`config.mk`:
```
export PLATFORM = sky130hd
export DESIGN_NAME = wts_channel_mixer_5ch_flat
export DESIGN_NICKNAME = d
export VERILOG_FILES = /design/src/rtl/wts_channel_mixer_5ch_if.sv /design/src/rtl/wts_channel_mixer_5ch.sv /design/src/flat_wrapper.sv
export SDC_FILE = /design/constraint.sdc
export NUM_CORES = 1
export LEC_CHECK = 0
export ABC_AREA = 1
export CAP_MARGIN = 20
export CORE_MARGIN = 1
export CORE_UTILIZATION = 50
export DETAILED_ROUTE_END_ITERATION = 6
export PLACE_DENSITY_LB_ADDON = 0.1
export RECOVER_POWER = 100
export REMOVE_ABC_BUFFERS = 1
export SLEW_MARGIN = 20
export SYNTH_ARGS = -nofsm -noshare
export SYNTH_HDL_FRONTEND = slang
export SYNTH_SLANG_ARGS = --single-unit
```
`constraint.sdc`:
```
create_clock -name clk -period 4.3 [get_ports clk]
set_input_delay 0.86 -clock clk [delete_from_list [all_inputs] [get_ports clk]]
set_output_delay 0.86 -clock clk [all_outputs]
set_load 0.01 [all_outputs]
```
`src/rtl/wts_channel_mixer_5ch_if.sv`:
```
// Slot bus between the envelope generator and the 5-channel mixer.
// The master drives slot data; the slave returns the mixed sample.
interface wts_channel_mixer_5ch_if #(
   parameter int unsigned OUT_WIDTH = 12
);
   logic [2:0]           active;
   logic [6:0]           envelope;
   logic [7:0]           wave_sample;
   logic [OUT_WIDTH-1:0] mix_out;
   logic                 mix_valid;

   modport master (
      output active,
      output envelope,
      output wave_sample,
      input  mix_out,
      input  mix_valid
   );

   modport slave (
      input  active,
      input  envelope,
      input  wave_sample,
      output mix_out,
      output mix_valid
   );
endinterface

```
`src/rtl/wts_channel_mixer_5ch.sv`:
```
// Five-channel time-multiplexed mixer: 3-stage scale/volume/accumulate pipeline
// with a slot tag carried alongside the data; emits a saturated sample per frame.
module wts_channel_mixer_5ch #(
   parameter int unsigned OUT_WIDTH = 12,
   parameter int unsigned VOL_SHIFT = 8
) (
   input  logic                  clk,
   input  logic                  reset,
   input  logic [3:0]            reg_volume_a,
   input  logic [3:0]            reg_volume_b,
   input  logic [3:0]            reg_volume_c,
   input  logic [3:0]            reg_volume_d,
   input  logic [3:0]            reg_volume_e,
   input  logic                  ch_a_enable,
   input  logic                  ch_b_enable,
   input  logic                  ch_c_enable,
   input  logic                  ch_d_enable,
   input  logic                  ch_e_enable,
   wts_channel_mixer_5ch_if.slave bus
);

   localparam int unsigned P1_W   = 15;
   localparam int unsigned PROD_W = 20;
   localparam int unsigned Q2_W   = 11;
   localparam int unsigned ACC_W  = 16;
   localparam int unsigned SUM_W  = ACC_W + 1;

   localparam logic [2:0] TAG_EOF = 3'd5;
   localparam logic [2:0] TAG_NOP = 3'd7;

   localparam int OUT_MAX_I = int'((2 ** (OUT_WIDTH - 1)) - 1);
   localparam int OUT_MIN_I = -OUT_MAX_I - 1;
   localparam logic signed [ACC_W-1:0] OUT_MAX_S = ACC_W'(OUT_MAX_I);
   localparam logic signed [ACC_W-1:0] OUT_MIN_S = ACC_W'(OUT_MIN_I);
   localparam logic signed [SUM_W-1:0] SUM_MAX_S = 17'sd32767;
   localparam logic signed [SUM_W-1:0] SUM_MIN_S = -17'sd32768;

   // Stage 1 registers
   logic [2:0]              tag1;
   logic signed [P1_W-1:0]  p1;
   logic [3:0]              vol1;

   // Stage 2 registers
   logic [2:0]              tag2;
   logic signed [Q2_W-1:0]  q2;

   // Stage 3 state
   logic signed [ACC_W-1:0] acc;

   logic [3:0]              vol_sel_c;
   logic                    en_sel_c;
   logic signed [7:0]       wave_s_c;
   logic signed [P1_W-1:0]  wave_ext_c;
   logic signed [P1_W-1:0]  env_ext_c;
   logic signed [P1_W-1:0]  p1_c;
   logic signed [PROD_W-1:0] prod2_c;
   logic signed [SUM_W-1:0] sum_c;
   logic signed [ACC_W-1:0] acc_sat_c;
   logic [OUT_WIDTH-1:0]    mix_sat_c;

   // Per-slot volume/enable select; slots 5..7 are muted
   always_comb begin
      vol_sel_c = 4'd0;
      en_sel_c  = 1'b0;
      case (bus.active)
         3'd0: begin vol_sel_c = reg_volume_a; en_sel_c = ch_a_enable; end
         3'd1: begin vol_sel_c = reg_volume_b; en_sel_c = ch_b_enable; end
         3'd2: begin vol_sel_c = reg_volume_c; en_sel_c = ch_c_enable; end
         3'd3: begin vol_sel_c = reg_volume_d; en_sel_c = ch_d_enable; end
         3'd4: begin vol_sel_c = reg_volume_e; en_sel_c = ch_e_enable; end
         default: ;
      endcase
   end

   assign wave_s_c   = bus.wave_sample;
   assign wave_ext_c = P1_W'(wave_s_c);
   assign env_ext_c  = P1_W'({1'b0, bus.envelope});
   assign p1_c       = wave_ext_c * env_ext_c;

   always_ff @(posedge clk) begin
      if (reset) begin
         tag1 <= TAG_NOP;
         p1   <= '0;
         vol1 <= '0;
      end else begin
         tag1 <= bus.active;
         vol1 <= vol_sel_c;
         p1   <= en_sel_c ? p1_c : '0;
      end
   end

   // Volume scaling; >>> on the signed product floors toward minus infinity
   assign prod2_c = PROD_W'(p1) * PROD_W'($signed({1'b0, vol1}));

   always_ff @(posedge clk) begin
      if (reset) begin
         tag2 <= TAG_NOP;
         q2   <= '0;
      end else begin
         tag2 <= tag1;
         q2   <= Q2_W'(prod2_c >>> VOL_SHIFT);
      end
   end

   assign sum_c = SUM_W'(acc) + SUM_W'(q2);

   always_comb begin
      acc_sat_c = ACC_W'(sum_c);
      if (sum_c > SUM_MAX_S)      acc_sat_c = ACC_W'(SUM_MAX_S);
      else if (sum_c < SUM_MIN_S) acc_sat_c = ACC_W'(SUM_MIN_S);
   end

   always_comb begin
      mix_sat_c = OUT_WIDTH'(acc);
      if (acc > OUT_MAX_S)      mix_sat_c = OUT_WIDTH'(OUT_MAX_S);
      else if (acc < OUT_MIN_S) mix_sat_c = OUT_WIDTH'(OUT_MIN_S);
   end

   // Accumulate channel terms; end-of-frame tag publishes and clears
   always_ff @(posedge clk) begin
      if (reset) begin
         acc           <= '0;
         bus.mix_out   <= '0;
         bus.mix_valid <= 1'b0;
      end else begin
         bus.mix_valid <= 1'b0;
         case (tag2)
            3'd0, 3'd1, 3'd2, 3'd3, 3'd4: acc <= acc_sat_c;
            TAG_EOF: begin
               bus.mix_out   <= mix_sat_c;
               bus.mix_valid <= 1'b1;
               acc           <= '0;
            end
            default: ;
         endcase
      end
   end

endmodule
```
`src/flat_wrapper.sv`:
```
// flat-port wrapper written by rule: the top's interface ports become plain ports
module wts_channel_mixer_5ch_flat 
#(
   parameter int unsigned OUT_WIDTH = 12,
   parameter int unsigned VOL_SHIFT = 8
)
  (clk, reset, reg_volume_a, reg_volume_b, reg_volume_c, reg_volume_d, reg_volume_e, ch_a_enable, ch_b_enable, ch_c_enable, ch_d_enable, ch_e_enable, bus_active, bus_envelope, bus_wave_sample, bus_mix_out, bus_mix_valid);
  wts_channel_mixer_5ch_if #(.OUT_WIDTH(OUT_WIDTH)) bus_i ();
  input  logic clk;
  input  logic reset;
  input  logic [3:0] reg_volume_a;
  input  logic [3:0] reg_volume_b;
  input  logic [3:0] reg_volume_c;
  input  logic [3:0] reg_volume_d;
  input  logic [3:0] reg_volume_e;
  input  logic ch_a_enable;
  input  logic ch_b_enable;
  input  logic ch_c_enable;
  input  logic ch_d_enable;
  input  logic ch_e_enable;
  input wire logic [$bits(bus_i.active)-1:0] bus_active;
  input wire logic [$bits(bus_i.envelope)-1:0] bus_envelope;
  input wire logic [$bits(bus_i.wave_sample)-1:0] bus_wave_sample;
  output wire logic [$bits(bus_i.mix_out)-1:0] bus_mix_out;
  output wire logic [$bits(bus_i.mix_valid)-1:0] bus_mix_valid;
  assign bus_i.active = bus_active;
  assign bus_i.envelope = bus_envelope;
  assign bus_i.wave_sample = bus_wave_sample;
  assign bus_mix_out = bus_i.mix_out;
  assign bus_mix_valid = bus_i.mix_valid;
  wts_channel_mixer_5ch #(.OUT_WIDTH(OUT_WIDTH), .VOL_SHIFT(VOL_SHIFT)) u_core (.clk(clk), .reset(reset), .reg_volume_a(reg_volume_a), .reg_volume_b(reg_volume_b), .reg_volume_c(reg_volume_c), .reg_volume_d(reg_volume_d), .reg_volume_e(reg_volume_e), .ch_a_enable(ch_a_enable), .ch_b_enable(ch_b_enable), .ch_c_enable(ch_c_enable), .ch_d_enable(ch_d_enable), .ch_e_enable(ch_e_enable), .bus(bus_i));
endmodule
```
==> results.py <==
metrics = {
    "clock_network": {
        "htreeDepth": 3,
        "clk_latency_ns": 0.33,
        "cts.clk_slew.worst_paths_ns": 0.05,
        "cts_tree": "built",
        "root_buffer": "clkbuf_16",
        "clockBufferDepth": 2,
        "cts.sinks": 65,
        "cts_made_buffers": 9,
    },
    "die": {
        "core_um2": 14800,
        "pin_count": 58,
        "placementRows": 44,
        "die_x_um": 126,
        "fp.dieArea_um2": 15900,
        "die_height_um": 126,
        "start_util_pct": 52.1,
    },
    "cells_and_area": {
        "fin_cells": 1417,
        "drive_above_1_share_pct": 12.8,
        "diodes": 0,
        "syn_to_final_growth_pct": 21.8,
        "num-fill-cells": 1386,
        "final_area_um2": 9370,
        "nNetsFinal": 1426,
    },
    "routing": {
        "wl_um": 17100,
        "viasPerCell": 4.78,
        "dr.pass1.iters": 4,
        "drt_iter0_markers": 311,
        "routedWlPerCell_um": 12.1,
        "ant_nets": 0,
        "route.detailed.drc": 0,
        "vias": 6772,
    },
    "synth": {
        "yosysSeqAreaShare_pct": 16.9,
        "synthArstFlopShare_pct": 0,
        "yosys_warnings": 0,
        "synthTopCellsByArea": "fa_1, dfxtp_1, inv_1",
        "syn_area_um2": 7690,
        "synth.top_cells.by_count": "inv_1, nand2_1, a21oi_1",
        "synthFlopType": "dfxtp_1",
        "synth.top_cell.area_share_pct": 19.3,
        "avgSynthCellArea_um2": 6.86,
        "synth-seq-cells": 65,
        "synth_edf_count": 0,
        "synth.most_common_cell": "inv_1",
        "synth_top_area_cell": "fa_1",
        "postSynthCellCount": 1121,
        "yosys.cell_types.count": 37,
    },
    "outcome": {
        "status": "complete, but fails checks",
        "violations": "max-capacitance violations, max-slew violations",
    },
    "global_routing": {
        "grt_pass1_wl_um": 30100,
        "grt_pass1_vias": 6878,
        "grt_max_degree": 39,
        "grtUsageTotal_pct": 23.0,
        "antenna_found_initial": 0,
        "overflow": 0,
    },
    "placed_design": {
        "dpl_worst_slack_ns": -0.900,
        "hpwl_um": 14300,
        "port_buffers": 57,
        "place_area_um2": 8820,
        "dp_cells": 1396,
        "place_congestion": 0.927,
    },
    "critical_path": {
        "crit_type": "in2reg",
        "crit_path_start_kind": "primary input",
        "endpoint_kind": "flip-flop",
        "worst-path-max-fanout": 6,
        "arrival_ns": 4.38,
        "worstPathRequired_ns": 4.53,
    },
    "pwr": {
        "seqPwrFrac_pct": 22.9,
        "internal-power_mw": 1.88,
        "sw_frac_of_total_pct": 38.4,
        "ir_drop_uv": 220,
        "p_leak_nw": 5.51,
        "p_comb_share_pct": 53.4,
        "p_sw_mw": 1.17,
        "p_per_area_nw_per_um2": 325,
        "pwr-share-clk_pct": 23.7,
    },
    "flow_run": {
        "drv_cap": 1,
    },
    "min_path": {
        "min_path_type": "reg2reg",
    },
    "timing": {
        "clock.fmax_mhz": 241,
        "rsz0062_at_grt": "true",
        "setup_violations": 0,
        "layout_worst_path_cycle_share_pct": 96.6,
        "tns_ns": 0,
        "fin_skew_ns": 0.00869,
        "fin_ws_ns": 0.148,
        "worst_slew_pin_slew_ns": 1.72,
        "fin_crit_ns": 4.15,
        "hold_viol_final": 0,
        "slew_headroom_pct": -14.6,
        "slew_violations": 39,
    },
}
[logic make-up (layout without fill, tap and decap cells)]
kind of cell / after synthesis / in the layout / share of synthesized area (%)
buffers and inverters: 343 / 455 / 17.0
AND/OR/NAND/NOR: 386 / 386 / 20.5
AO/OA/AOI/OAI: 150 / 150 / 10.8
XOR/XNOR: 24 / 24 / 2.73
adder cells (fa/ha/maj): 153 / 153 / 32.1
flip-flops: 65 / 65 / 16.9
[power by group through the flow]
stage | Combinational, mW | Sequential, mW | Clock [mW]
after floorplan | 0.822 | 0.695 | 0
after global placement | 1.31 | 0.713 | 0
after detailed placement | 1.33 | 0.713 | 0
after CTS | 1.49 | 0.700 | 0.732
after global routing | 1.84 | 0.706 | 0.758
final | 1.63 | 0.699 | 0.721
[flip-flops by register name (all words and copies together) (netlist names)]
register	flops
u_core.p1	15
u_core.bus.mix_valid	1
u_core.tag2	3
u_core.acc	16
u_core.vol1	4
u_core.tag1	3
u_core.bus.mix_out	12
u_core.q2	11
[layer usage]
layer,global-route usage [%],vias to the layer above,routed length [um]
li1,-,3574,-
met1,27.5,3087,7610
met2,43.6,89,8930
met3,1.95,22,281
met4,6.73,0,296
met5,0,-,0
[critical path, stage by stage]
cell	delay (ns)
buf_12	0.11
nand2_4	0.05
inv_2	0.04
fa_1	0.56
inv_2	0.04
fa_1	0.52
inv_2	0.04
fa_1	0.47
inv_1	0.05
fa_1	0.48
inv_2	0.05
ha_4	0.30
nand2_4	0.08
o21ai_4	0.16
nand2_1	0.08
nand4_1	0.10
nand2_1	0.07
nand2_1	0.06
nand2_1	0.05
nand2_1	0.08
nand2_1	0.06
nand2_1	0.05
nor2_1	0.04
[final cells by class]
| type | instances | area, um2 | share of cell area [%] |
|---|---|---|---|
| Inverter | 320 | 1200 | 12.8 |
| Clock buffer | 9 | 225 | 2.40 |
| Sequential cell | 65 | 1300 | 13.9 |
| Clock inverter | 7 | 70.1 | 0.748 |
| Timing Repair Buffer | 119 | 1040 | 11.1 |
| Multi-Input combinational cell | 713 | 5310 | 56.6 |
| Tap cell | 184 | 230 | 2.46 |
[cell usage in the layout, fill, tap and decap left out, drive strengths merged, types with 2 or more instances in the layout]
master,count
a211oi,2
ha,79
a21oi,83
or2,5
o2111ai,2
nand2,283
nand4,6
fa,74
o21bai,8
nand3,36
clkbuf,13
nor2,46
buf,68
clkdlybuf4s50,28
dfxtp,65
dlymetal6s2s,3
inv,320
o21a,3
dlygate4sd3,14
nor4,2
nor3,7
a21o,2
o22ai,4
o21ai,39
clkinv,5
a311oi,4
xor2,13
xnor2,11
[metrics by stage]
step	hold WS (ns)	utilization [%]	power, mW
2_1_floorplan	0.389	-	1.52
3_3_place_gp	0.392	59.8	2.02
3_5_place_dp	0.394	59.8	2.04
4_1_cts	0.407	62.5	2.92
5_1_grt	0.417	63.5	3.31
6_report	0.406	63.5	3.05
[final timing paths]
check                       start              to  slack, ns  cells past startpoint
hold reg to reg    u_core.tag1[1]  u_core.tag2[1]       0.41                      1
setup reg to reg   u_core.vol1[3]    u_core.q2[7]       0.65                     14
setup / recovery  bus_envelope[4]   u_core.p1[14]       0.15                     23
hold / removal     u_core.tag1[1]  u_core.tag2[1]       0.41                      1
[what timing repair did]
action,CTS,global route
pin swaps,21,43
gates resized for setup,54,66
endpoints found under the setup margin,8,8
hold buffers,0,0
buffers inserted,3,2
Note: power is estimated with default switching activity, not from simulation.
